==> src/rtl/exception_pc_sequencer_pkg.sv <==
// Shared types and encodings for the exception/RTE PC sequencer.
// Holds the FSM state enum, the exception cause codes and the PC-source mux select values.
package exception_pc_sequencer_pkg;

    typedef enum logic [2:0] {
        ST_IDLE     = 3'd0,
        ST_CAPTURE  = 3'd1,
        ST_VEC_WAIT = 3'd2,
        ST_LOAD_PC  = 3'd3,
        ST_RTE      = 3'd4
    } state_e;

    localparam logic [1:0] CAUSE_OPCODE = 2'd0;
    localparam logic [1:0] CAUSE_OVF    = 2'd1;
    localparam logic [1:0] CAUSE_DIV0   = 2'd2;

    localparam logic [1:0] PCS_ALURES = 2'b00;
    localparam logic [1:0] PCS_ALUOUT = 2'b01;
    localparam logic [1:0] PCS_JUMP   = 2'b10;
    localparam logic [1:0] PCS_EPC    = 2'b11;

    localparam logic [31:0] VEC_BASE_DEFAULT = 32'd253;

endpackage

==> src/rtl/exception_pc_sequencer.sv <==
// Owns PC-source select and PC write: passes the control unit through in IDLE, otherwise
// runs exception entry (EPC capture, vector fetch, PC load) or RTE (PC <= EPC).
module exception_pc_sequencer
    import exception_pc_sequencer_pkg::*;
#(
    parameter int          MEM_LATENCY = 2,
    parameter logic [31:0] VEC_BASE    = VEC_BASE_DEFAULT
) (
    input  logic        clk,
    input  logic        rst_n,
    input  logic [1:0]  ctrl_pc_source,
    input  logic        ctrl_pc_write,
    input  logic        exc_opcode,
    input  logic        exc_overflow,
    input  logic        exc_div0,
    input  logic        rte_req,
    input  logic [31:0] pc_q,
    input  logic [7:0]  mem_rdata,
    output logic [1:0]  pc_source,
    output logic        pc_write,
    output logic        handler_sel,
    output logic [31:0] handler_addr,
    output logic        mem_addr_sel,
    output logic [31:0] exc_vec_addr,
    output logic [31:0] epc,
    output logic        busy,
    output state_e      dbg_state
);

    localparam int CNT_W = (MEM_LATENCY > 1) ? $clog2(MEM_LATENCY) : 1;

    state_e             state_q;
    logic [1:0]         cause_q;
    logic [31:0]        epc_q;
    logic [7:0]         hbyte_q;
    logic [CNT_W-1:0]   cnt_q;
    logic               exc_any;
    logic [1:0]         cause_d;

    // Lower cause number wins when several exceptions arrive together.
    always_comb begin
        exc_any = exc_opcode | exc_overflow | exc_div0;
        cause_d = CAUSE_DIV0;
        if (exc_opcode) begin
            cause_d = CAUSE_OPCODE;
        end else if (exc_overflow) begin
            cause_d = CAUSE_OVF;
        end
    end

    always_ff @(posedge clk or negedge rst_n) begin
        if (!rst_n) begin
            state_q <= ST_IDLE;
            cause_q <= 2'd0;
            epc_q   <= 32'd0;
            hbyte_q <= 8'd0;
            cnt_q   <= '0;
        end else begin
            case (state_q)
                ST_IDLE: begin
                    if (exc_any) begin
                        cause_q <= cause_d;
                        state_q <= ST_CAPTURE;
                    end else if (rte_req) begin
                        state_q <= ST_RTE;
                    end
                end
                ST_CAPTURE: begin
                    epc_q   <= pc_q - 32'd4;
                    cnt_q   <= CNT_W'(MEM_LATENCY - 1);
                    state_q <= ST_VEC_WAIT;
                end
                ST_VEC_WAIT: begin
                    if (cnt_q == '0) begin
                        hbyte_q <= mem_rdata;
                        state_q <= ST_LOAD_PC;
                    end else begin
                        cnt_q <= cnt_q - 1'b1;
                    end
                end
                ST_LOAD_PC: state_q <= ST_IDLE;
                ST_RTE:     state_q <= ST_IDLE;
                default:    state_q <= ST_IDLE;
            endcase
        end
    end

    // Control-unit strobes only reach the PC mux while IDLE.
    always_comb begin
        pc_source    = ctrl_pc_source;
        pc_write     = ctrl_pc_write;
        busy         = 1'b0;
        handler_sel  = 1'b0;
        mem_addr_sel = 1'b0;
        case (state_q)
            ST_IDLE: ;
            ST_CAPTURE, ST_VEC_WAIT: begin
                busy         = 1'b1;
                pc_source    = PCS_ALURES;
                pc_write     = 1'b0;
                mem_addr_sel = 1'b1;
            end
            ST_LOAD_PC: begin
                busy        = 1'b1;
                pc_source   = PCS_JUMP;
                pc_write    = 1'b1;
                handler_sel = 1'b1;
            end
            ST_RTE: begin
                busy      = 1'b1;
                pc_source = PCS_EPC;
                pc_write  = 1'b1;
            end
            default: begin
                busy      = 1'b1;
                pc_source = PCS_ALURES;
                pc_write  = 1'b0;
            end
        endcase
    end

    assign handler_addr = {24'd0, hbyte_q};
    assign exc_vec_addr = VEC_BASE + {30'd0, cause_q};
    assign epc          = epc_q;
    assign dbg_state    = state_q;

endmodule

==> config.mk <==
export PLATFORM = sky130hd
export DESIGN_NAME = exception_pc_sequencer
export DESIGN_NICKNAME = d
export VERILOG_FILES = /design/src/rtl/exception_pc_sequencer_pkg.sv /design/src/rtl/exception_pc_sequencer.sv
export SDC_FILE = /design/constraint.sdc
export NUM_CORES = 1
export LEC_CHECK = 0
export CAP_MARGIN = 15
export CORE_MARGIN = 4
export CORE_UTILIZATION = 42
export CTS_CLUSTER_SIZE = 28
export DETAILED_ROUTE_END_ITERATION = 6
export PLACE_DENSITY_LB_ADDON = 0.25
export SYNTH_ARGS = -nofsm -noshare
export SYNTH_HDL_FRONTEND = slang
export SYNTH_SLANG_ARGS = --single-unit
==> constraint.sdc <==
create_clock -name clk -period 5.2 [get_ports clk]
set_input_delay 1.04 -clock clk [delete_from_list [all_inputs] [get_ports clk]]
set_output_delay 1.04 -clock clk [all_outputs]
set_load 0.01 [all_outputs]
# ---- Yosys cells after proc, flatten, opt, wreduce, memory -nomap -nowiden
# Cells that the tools add are included.
# W data, S select, Z words.
dict set report classes {
  n_addsub 3
  eq_ne 6
  mux 13
  bitwise 3
  n_reduce_logical 7
}
# operator n
set ops {}
lappend ops {{$sub A32 B3 Y32 const B} 1}
lappend ops {{$add A8 B2 Y9 const A} 1}
lappend ops {{$mux W3} 3}
lappend ops {{$pmux W3 S3} 1}
lappend ops {{$eq A3 B2 Y1 const B} 2}
lappend ops {{$pmux W2 S3} 1}
lappend ops {{$reduce_and A2 Y1} 3}
lappend ops {{$mux W1} 4}
lappend ops {{$mux W2} 2}
lappend ops {{$pmux W1 S2} 2}
lappend ops {{$reduce_or A2 Y1} 2}
lappend ops {{$eq A3 B1 Y1 const B} 1}
lappend ops {{$eq A3 B3 Y1 const B} 1}
lappend ops {{$logic_not A3 Y1} 1}
lappend ops {{$ne A3 B3 Y1 const B} 1}
lappend ops {{$ne A2 B2 Y1 const B} 1}
lappend ops {{$or A1 B1 Y1} 2}
lappend ops {{$reduce_bool A2 Y1} 1}
lappend ops {{$not A1 Y1} 1}
lappend ops {{$sub A1 B1 Y1 const B} 1}
dict set report totals {
  ff_bits 46
  in_bits 49
  out_inout_bits 105
}

# ---- Longest topological paths before layout
# Gate-level depths: netlist of the first run.
dict set report depth {
  ltp_word 4
  ltp_mapped 7
  ltp_nobuf 7
}

# ---- Worst setup path before layout of the first run
# No wires, ideal clock.
dict set report synth_timing {
  path_kind {in2reg}
  start {input pc_q[7]}
  end {register epc_q[27] (netlist: epc[27])}
  t_arrival_ns 2.474
  t_required_ns 5.071
  setup_slack_ns 2.597
  cell_stages 6
  n_path_buf 1
  cell_sequence {or4_4 -> or3_4 -> buf_6 -> nor3_2 -> xnor2_1 -> o21ai_2}
}
dict set report synth_via {
  elab_chain_cells 1
}
# element line
set synth_rtl {}
lappend synth_rtl {{start, declared} exception_pc_sequencer.sv:17} ;# input logic [31:0] pc_q,
lappend synth_rtl {{$sub A32 B3 Y32} exception_pc_sequencer.sv:69} ;# epc_q <= pc_q - 32'd4;
lappend synth_rtl {{end signal, assigned} exception_pc_sequencer.sv:69}
lappend synth_rtl {{end, declared} exception_pc_sequencer.sv:34} ;# logic [31:0] epc_q;
# No other way between the ends.
# A chain may end at the register's enable or synchronous reset.

# ---- Worst setup path in the final report of the first run
dict set report layout_timing {
  start {input ctrl_pc_source[1]}
  end {output pc_source[1]}
}
dict set report layout_via {
  elab_chain_cells 1
}
# element line
set layout_rtl {}
lappend layout_rtl {{start, declared} exception_pc_sequencer.sv:11} ;# input logic [1:0] ctrl_pc_source,
lappend layout_rtl {{$pmux W2 S3} exception_pc_sequencer.sv:95} ;# case (state_q)
lappend layout_rtl {{end, declared} exception_pc_sequencer.sv:19} ;# output logic [1:0] pc_source,
# No other way between the ends.

==> flow_summary.yaml, run 1 <==
synthesis:
  synthTopCellsByArea: "dfrtp_1 (41%), buf_4 (14%), xnor2_1 (6.6%)"
  seq_area_frac_synth_pct: 41.29
  avgSynthCellArea_um2: 9.231
  synth_cell_types: 42
  synthTopCellsByCount: "buf_4 (52), dfrtp_1 (46), nand2_1 (42)"
  async_flop_share_pct: 100.0
  syn_inst: 302
  synth_top_area_cell: "dfrtp_1"
  synth_top_cell_area_share_pct: 41.29
  yosys_register_bits: 46
  synth-edff-count: 0
  synth.most_common_cell: "buf_4"
  synth_flop_cell: "dfrtp_1"
  synth_warnings: 0
  syn_area_um2: 2788
route:
  drt_first_iter_violations: 61
  routedWlPerCell_um: 13.45
  vias_per_cell: 4.712
  ant_nets: 0
  dr.pass1.iters: 4
  finalWirelength_um: 6442
  vias: 2257
  drc: 0
clock_network:
  numClockSinks: 46
  clk_pin_slew_worst_paths_ns: 0.08
  clk_path_buf_depth: 2
  insertion_delay_ns: 0.29
  cts_tree: "built"
  post_cts_resize_count: 0
  cts_root_buf: "clkbuf_8"
  h-tree-depth: 2
  cts_setup_buffers: 0
  cts.hold.buffers_added: 0
  numCtsBuffers: 5
min_path:
  holdPathStages: 2
  holdCritStartpoint: "epc[0]$_DFFE_PN0N_"
  min_path_type: "reg -> reg"
  hold_end: "epc[0]$_DFFE_PN0N_"
worst_setup_path:
  reg2reg_slack_ns: 3.15
  reg2reg_depth: 5
  setup.worst_path.end_class: "output port"
  crit_path_start_kind: "input pin"
  reg2reg_from: "dbg_state[0]$_DFFE_PN0P_"
  worstSetupPathType: "in -> out"
  worstPathMaxFanout: 1
  crit_top_cell: "clkdlybuf4s50_1"
  cpLargestDelayFamily: "buffers and inverters"
  cp.required_ns: 4.16
  crit_path_top_delay_cell: "clkdlybuf4s50_1"
  cp.arrival_ns: 2.17
  critPathMaxStageDelay_ns: 0.53
  path_buf_inv: 2
  r2r_end: "epc[18]$_DFFE_PN0N_"
  cp-startpoint: "ctrl_pc_source[1]"
  crit_chain: "clkdlybuf4s50_1 > o21ai_0 > nand2_1 > clkdlybuf4s50_1"
die:
  num_io_pins: 154
  die_w_um: 89.47
  start_util_pct: 43.65
  core-area_um2: 6386
  die_height_um: 89.47
  die-area_um2: 8005
  num_rows: 29
final_layout:
  nets: 452
  layout-drive-gt1-share_pct: 8.458
  n_antenna_cell: 0
  synthToLayoutAreaGrowth_pct: 36.76
grt:
  grt.total_usage_pct: 16.02
  grt_pass1_wl_um: 10130
  antenna_found_initial: 0
  gr-total-overflow: 0
  grt_pass1_vias: 2141
  grt_max_degree: 59
timing:
  setup_viol_count_final: 0
  maxSlewViolCount: 0
  maxSlewHeadroom_pct: 31.85
  finalCritPeriodShare_pct: 61.70
  fin_skew_ns: 0.004544
  setup_tns_ns: 0
  max_freq_mhz: 311.7
  finalHoldViolCount: 0
  min_period_ns: 3.209
  worst_pin_slew_ns: 1.022
  rsz0062_at_grt: "no"
  whs_ns: 0.4750
power:
  leakage_uw: 0.001579
  vdd_drop_max_uv: 329.1
  powerDensity_nw_per_um2: 497.6
place:
  dp_hpwl_um: 4940
  portBuffers: 106
  gp_congestion: 0.8925
flow_run:
  maxCapViolations: 0
status:
  status: "completed"
## cell usage in the layout (no fill, tap or decap), types with 5 or more instances in the layout
master and count:
mux2_2 8, xnor2_1 21, xor2_1 5, dfrtp_1 46, nor3_1 13, clkdlybuf4s50_1 105, nand2_1 42, inv_1 6
o21ai_1 8, conb_1 47, nor3_2 5, clkbuf_8 5, o21ai_0 21, nor2_1 20
## power breakdown
part	internal [uW]	total (uW)	switching (uW)
registers	535	643	108
logic	551	993	443
clock network	142	261	119
total	1230	1900	670
## worst min-delay path, cell delays in order, from the launching register on
cell and delay (ns):
dfrtp_1 0.34, nand2_1 0.05, nand2_1 0.05
## per-stage QoR
stage               power [uW]  util [%]  instances  cell area, um^2  setup slack [ns]
floorplan                 1133         -        348             2960             2.597
global placement          1640     57.68        470             3684             1.971
detailed placement        1655     57.68        470             3684             1.874
CTS                       1926     59.38        478             3792             1.986
global route              2056     59.70        479             3812             1.957
finish                    1897     59.70        479             3812             1.992
## sequential cells by signal, summed over array words and instances, names as in the netlist
signal     count
hbyte_q        8
cause_q        2
cnt_q          1
epc           32
dbg_state      3
## routing by layer
layer | part of all wire [%] | GRT usage (%) | up-vias
met4 | 0.98 | 3.654 | 0
met5 | 0 | 0 | -
met1 | 41 | 20.79 | 1030
met3 | 11 | 4.055 | 8
met2 | 48 | 26.93 | 107
li1 | - | - | 1112
## area by class of cell
type	instances	area (um^2)
Clock inverter	3	40.04
Multi-Input combinational cell	235	1358
Sequential cell	46	1151
Fill cell	578	2574
Tap cell	77	96.34
Clock buffer	5	68.82
Timing Repair Buffer	107	1076
Inverter	6	22.52
## kinds of logic after synthesis
logic type / count (synthesis) / share of synthesized area [%]
compound gates: 41 / 8.349
simple gates: 111 / 21.63
buf+inv: 67 / 16.29
other cells: 1 / 0.1345
mux: 8 / 3.232
flops: 46 / 41.29
xor+xnor: 26 / 8.169
fa+ha+maj: 2 / 0.8975
## worst max path at each step
| stage | to | cells past startpoint |
|---|---|---|
| 2_1_floorplan | epc[27]$_DFFE_PN0N_ | 6 |
| 3_3_place_gp | epc[30]$_DFFE_PN0N_ | 6 |
| 3_5_place_dp | epc[30]$_DFFE_PN0N_ | 6 |
| 4_1_cts | pc_source[1] | 4 |
| 5_1_grt | epc[22]$_DFFE_PN0N_ | 6 |
| 6_report | pc_source[1] | 4 |
No activity file was read; power rests on OpenSTA's default activity.
==> run 2, diff against run 1 <==
Settings changed: CORE_UTILIZATION 42 to 39.
Clock period 5.2 ns to 3.1 ns, I/O delays scaled along.
==> flow_summary.yaml, run 2 (synthesis results as in run 1) <==
status:
  status: "completed"
clock_network:
  post_cts_resize_count: 0
  insertion_delay_ns: 0.30
  cts_root_buf: "clkbuf_8"
  cts.hold.buffers_added: 0
  clk_path_buf_depth: 2
  cts_tree: "built"
  clk_pin_slew_worst_paths_ns: 0.09
  h-tree-depth: 2
  cts_setup_buffers: 0
  numCtsBuffers: 5
  numClockSinks: 46
final_layout:
  instances_no_fill: 502
  final_util_pct: 56.07
  largest_register_ffs: 32
  n_antenna_cell: 0
  final_common_cell: "clkdlybuf4s50_1"
  layout-drive-gt1-share_pct: 9.360
  nets: 456
  layout_common_cells: "clkdlybuf4s50_1 (105), conb_1 (47), dfrtp_1 (46)"
  synthToLayoutAreaGrowth_pct: 38.15
die:
  start_util_pct: 40.58
  num_io_pins: 154
  die-area_um2: 8565
  die_w_um: 92.55
  die_height_um: 92.55
  core-area_um2: 6869
  num_rows: 30
worst_setup_path:
  reg2reg_slack_ns: 1.20
  worstPathMaxFanout: 6
  reg2reg_from: "dbg_state[2]$_DFFE_PN0P_"
  cp-endpoint: "epc[30]$_DFFE_PN0N_"
  reg2reg_depth: 2
  cp.required_ns: 3.26
  r2r_end: "hbyte_q[6]$_DFFE_PN0P_"
  cp.arrival_ns: 2.75
  worstSetupPathType: "in -> reg"
  setup.worst_path.end_class: "flip-flop"
  crit_path_start_kind: "input pin"
  cp-startpoint: "pc_q[13]"
power:
  vdd_drop_max_uv: 289.0
  powerDensity_nw_per_um2: 815.2
  leakage_uw: 0.001585
  power_uw: 3139
timing:
  setup_tns_ns: 0
  setup_viol_count_final: 0
  finalCritPeriodShare_pct: 83.40
  rsz0062_at_grt: "no"
  maxSlewViolCount: 0
  fin_skew_ns: 0.007713
  finalHoldViolCount: 0
  maxSlewHeadroom_pct: 33.58
  min_period_ns: 2.585
  worst_pin_slew_ns: 0.9937
  max_freq_mhz: 386.8
route:
  vias: 2247
  finalWirelength_um: 6672
  ant_nets: 0
  vias_per_cell: 4.476
  drt_first_iter_violations: 59
  dr.pass1.iters: 4
  routedWlPerCell_um: 13.29
  drc: 0
grt:
  grt_max_degree: 47
  gr-total-overflow: 0
  grt.total_usage_pct: 15.75
  grt_pass1_vias: 2286
  antenna_found_initial: 0
  grt_pass1_wl_um: 11040
place:
  dp.cells: 493
  gp_congestion: 0.8224
  portBuffers: 106
  dp_hpwl_um: 5285
flow_run:
  maxCapViolations: 0
min_path:
  min_path_type: "in -> async"
==> run 2: cell types whose count changed in the layout (fill, tap and decap cells not counted), sizes merged <==
cell and delta:
clkinvlp +1, bufinv -1, clkinv -1, inv +1, buf +4
==> run 2: worst max-delay path, cell delays in order <==
cell and delay, ns:
clkdlybuf4s50_1 0.48, nor4_1 0.57, nand4b_1 0.40, nor4b_1 0.45
xnor2_1 0.15, o21ai_0 0.08
==> run 2: final cells by class <==
cell class                      count  area (um^2)
Timing Repair Buffer              111         1106
Clock inverter                      3        25.02
Multi-Input combinational cell    235         1358
Clock buffer                        5        68.82
Fill cell                         651         3018
Tap cell                           96        120.1
Inverter                            6        22.52
Sequential cell                    46         1151
==> run 2: worst min-delay path by stage <==
| stage | cells past startpoint | from | endpoint | slack (ns) |
|---|---|---|---|---|
| 5_1_grt | 1 | rst_n | cause_q[0]$_DFFE_PN0P_ | 0.31 |
| 3_5_place_dp | 2 | epc[0]$_DFFE_PN0N_ | epc[0]$_DFFE_PN0N_ | 0.47 |
| 6_report | 1 | rst_n | cause_q[1]$_DFFE_PN0P_ | 0.29 |
| 3_3_place_gp | 2 | epc[1]$_DFFE_PN0N_ | epc[1]$_DFFE_PN0N_ | 0.46 |
| 4_1_cts | 2 | epc[0]$_DFFE_PN0N_ | epc[0]$_DFFE_PN0N_ | 0.49 |
| 2_1_floorplan | 0 | rst_n | cause_q[0]$_DFFE_PN0P_ | 0.32 |
==> run 2: report_power, final <==
part / internal (uW) / total (uW) / switching, uW / leakage, uW
Clock: 163 / 380 / 217 / 0.0000447
Sequential: 897 / 1070 / 178 / 0.000560
Combinational: 932 / 1680 / 752 / 0.000981
==> run 2: per-stage QoR <==
step | hold slack (ns) | setup WS (ns) | cell area (um^2)
after floorplan | 0.3244 | 0.9166 | 2960
after global placement | 0.4564 | 0.3402 | 3737
after detailed placement | 0.4705 | 0.2226 | 3737
after CTS | 0.4936 | 0.5450 | 3831
after global routing | 0.3099 | 0.3019 | 3851
final | 0.2883 | 0.5147 | 3851
==> run 2: routing by layer <==
layer	vias up	GRT usage (%)	share of wire, %
met3	5	4.305	9.0
li1	1122	-	-
met4	0	3.465	0.66
met1	1017	19.90	43
met5	-	0	0
met2	103	26.83	48
==> run 3, diff against run 2 <==
Clock period 3.1 ns to 2.4 ns, I/O delays scaled along.
==> flow_summary.yaml, run 3 (synthesis results as in run 1) <==
timing:
  rsz0062_at_grt: "no"
  finalCritPeriodShare_pct: 97.02
  setup_viol_count_final: 0
  min_period_ns: 2.329
  maxSlewViolCount: 0
  finalHoldViolCount: 0
  max_freq_mhz: 429.5
  fin_skew_ns: 0.006863
final_layout:
  fillers: 637
  final_util_pct: 58.65
  largest_register_ffs: 32
  regArea_um2: 1151
  layout-drive-gt1-share_pct: 14.81
  instances_no_fill: 528
  n_antenna_cell: 0
  synthToLayoutAreaGrowth_pct: 44.52
  final_area_um2: 4029
  multi_input_area_um2: 1360
  layout_common_cells: "clkdlybuf4s50_1 (105), conb_1 (47), dfrtp_1 (46)"
  final_common_cell: "clkdlybuf4s50_1"
  nets: 482
flow_run:
  maxCapViolations: 0
die:
  die-area_um2: 8565
  die_w_um: 92.55
  num_io_pins: 154
  start_util_pct: 40.58
  num_rows: 30
  die_height_um: 92.55
  core-area_um2: 6869
clock_network:
  cts_root_buf: "clkbuf_8"
  numCtsBuffers: 5
  cts_tree: "built"
  insertion_delay_ns: 0.30
  h-tree-depth: 2
  clk_path_buf_depth: 2
  cts_setup_buffers: 0
  numClockSinks: 46
  clk_pin_slew_worst_paths_ns: 0.09
  cts.hold.buffers_added: 0
min_path:
  min_path_type: "in -> async"
worst_setup_path:
  cp.arrival_ns: 2.51
  crit_path_start_kind: "input pin"
  cp.required_ns: 2.58
  setup.worst_path.end_class: "flip-flop"
  worstPathMaxFanout: 12
  worstSetupPathType: "in -> reg"
grt:
  antenna_found_initial: 0
  grt_pass1_wl_um: 11160
  grt_pass1_vias: 2344
  grt_max_degree: 32
  grt.total_usage_pct: 16.25
  gr-total-overflow: 0
route:
  ant_nets: 0
  routedWlPerCell_um: 13.42
  drt_first_iter_violations: 81
  drc: 0
  vias_per_cell: 4.538
  dr.pass1.iters: 4
  vias: 2396
  finalWirelength_um: 7087
place:
  portBuffers: 106
  dp.cells: 520
  dp_hpwl_um: 5711
  placedInstanceArea_um2: 3940
  gp_congestion: 0.7909
status:
  status: "completed"
power:
  leakage_uw: 0.001707
  powerDensity_nw_per_um2: 1025
  vdd_drop_max_uv: 494.0
[run 3: cell types whose count changed in the layout (fill, tap and decap cells not counted)]
cell        change
buf_12          -1
buf_4          +27
clkbuf_1        +1
clkinv_2        +1
clkinvlp_4      -1
inv_6           -1
nor2b_1         -1
nor2b_2         +1
[run 3: layout make-up]
type | instances | area share [%]
inverters | 6 | 0.5590
clock buffers | 6 | 1.801
clock inverters | 2 | 0.3416
multi-input cells | 235 | 33.76
well taps | 96 | 2.981
repair buffers | 137 | 31.99
flip-flops and latches | 46 | 28.57
[run 3: stage by stage]
| stage | TNS, ns | hold WS, ns | total power [uW] | setup slack [ns] |
|---|---|---|---|---|
| 4_1_cts | 0 | 0.1172 | 4186 | 0.05491 |
| 6_report | 0 | 0.1089 | 4128 | 0.07148 |
| 2_1_floorplan | 0 | 0.1844 | 2455 | 0.3566 |
| 3_3_place_gp | -0.7531 | 0.4470 | 3635 | -0.1559 |
| 5_1_grt | 0 | 0.1429 | 4445 | 0.01864 |
| 3_5_place_dp | -1.281 | 0.4518 | 3701 | -0.2671 |
[run 3: worst max-delay path, stage by stage]
cell,delay [ns]
clkdlybuf4s50_1,0.42
or4_4,0.55
or3_4,0.49
nor4_2,0.28
xnor2_1,0.18
o21ai_1,0.10
[run 3: worst paths after layout]
path	startpoint	end	slack, ns	cells past startpoint
max	pc_q[7]	epc[31]$_DFFE_PN0N_	0.07	6
min	rst_n	epc[25]$_DFFE_PN0N_	0.11	1
max reg2reg	dbg_state[0]$_DFFE_PN0P_	epc[2]$_DFFE_PN0N_	0.71	5
min reg2reg	epc[1]$_DFFE_PN0N_	epc[1]$_DFFE_PN0N_	0.48	2
max in group asynchronous	rst_n	hbyte_q[5]$_DFFE_PN0P_	1.70	2
min in group clk	epc[1]$_DFFE_PN0N_	epc[1]$_DFFE_PN0N_	0.48	2
[run 3: power breakdown]
part / internal [uW] / switching [uW] / total [uW]
combinational: 1260 / 998 / 2260
clock: 206 / 270 / 476
sequential: 1160 / 236 / 1390
total: 2620 / 1500 / 4130
[run 3: repair_timing]
item	in CTS	in global routing
gates resized for setup	0	1
endpoints found under the hold margin	0	0
setup endpoints to repair	0	3
[run 3: metal layers]
layer	wire length, um	global-route usage, %	up-vias
li1	-	-	1169
met2	3424	27.79	112
met5	0	0	-
met4	90	4.950	0
met3	695	4.387	9
met1	2877	19.91	1106
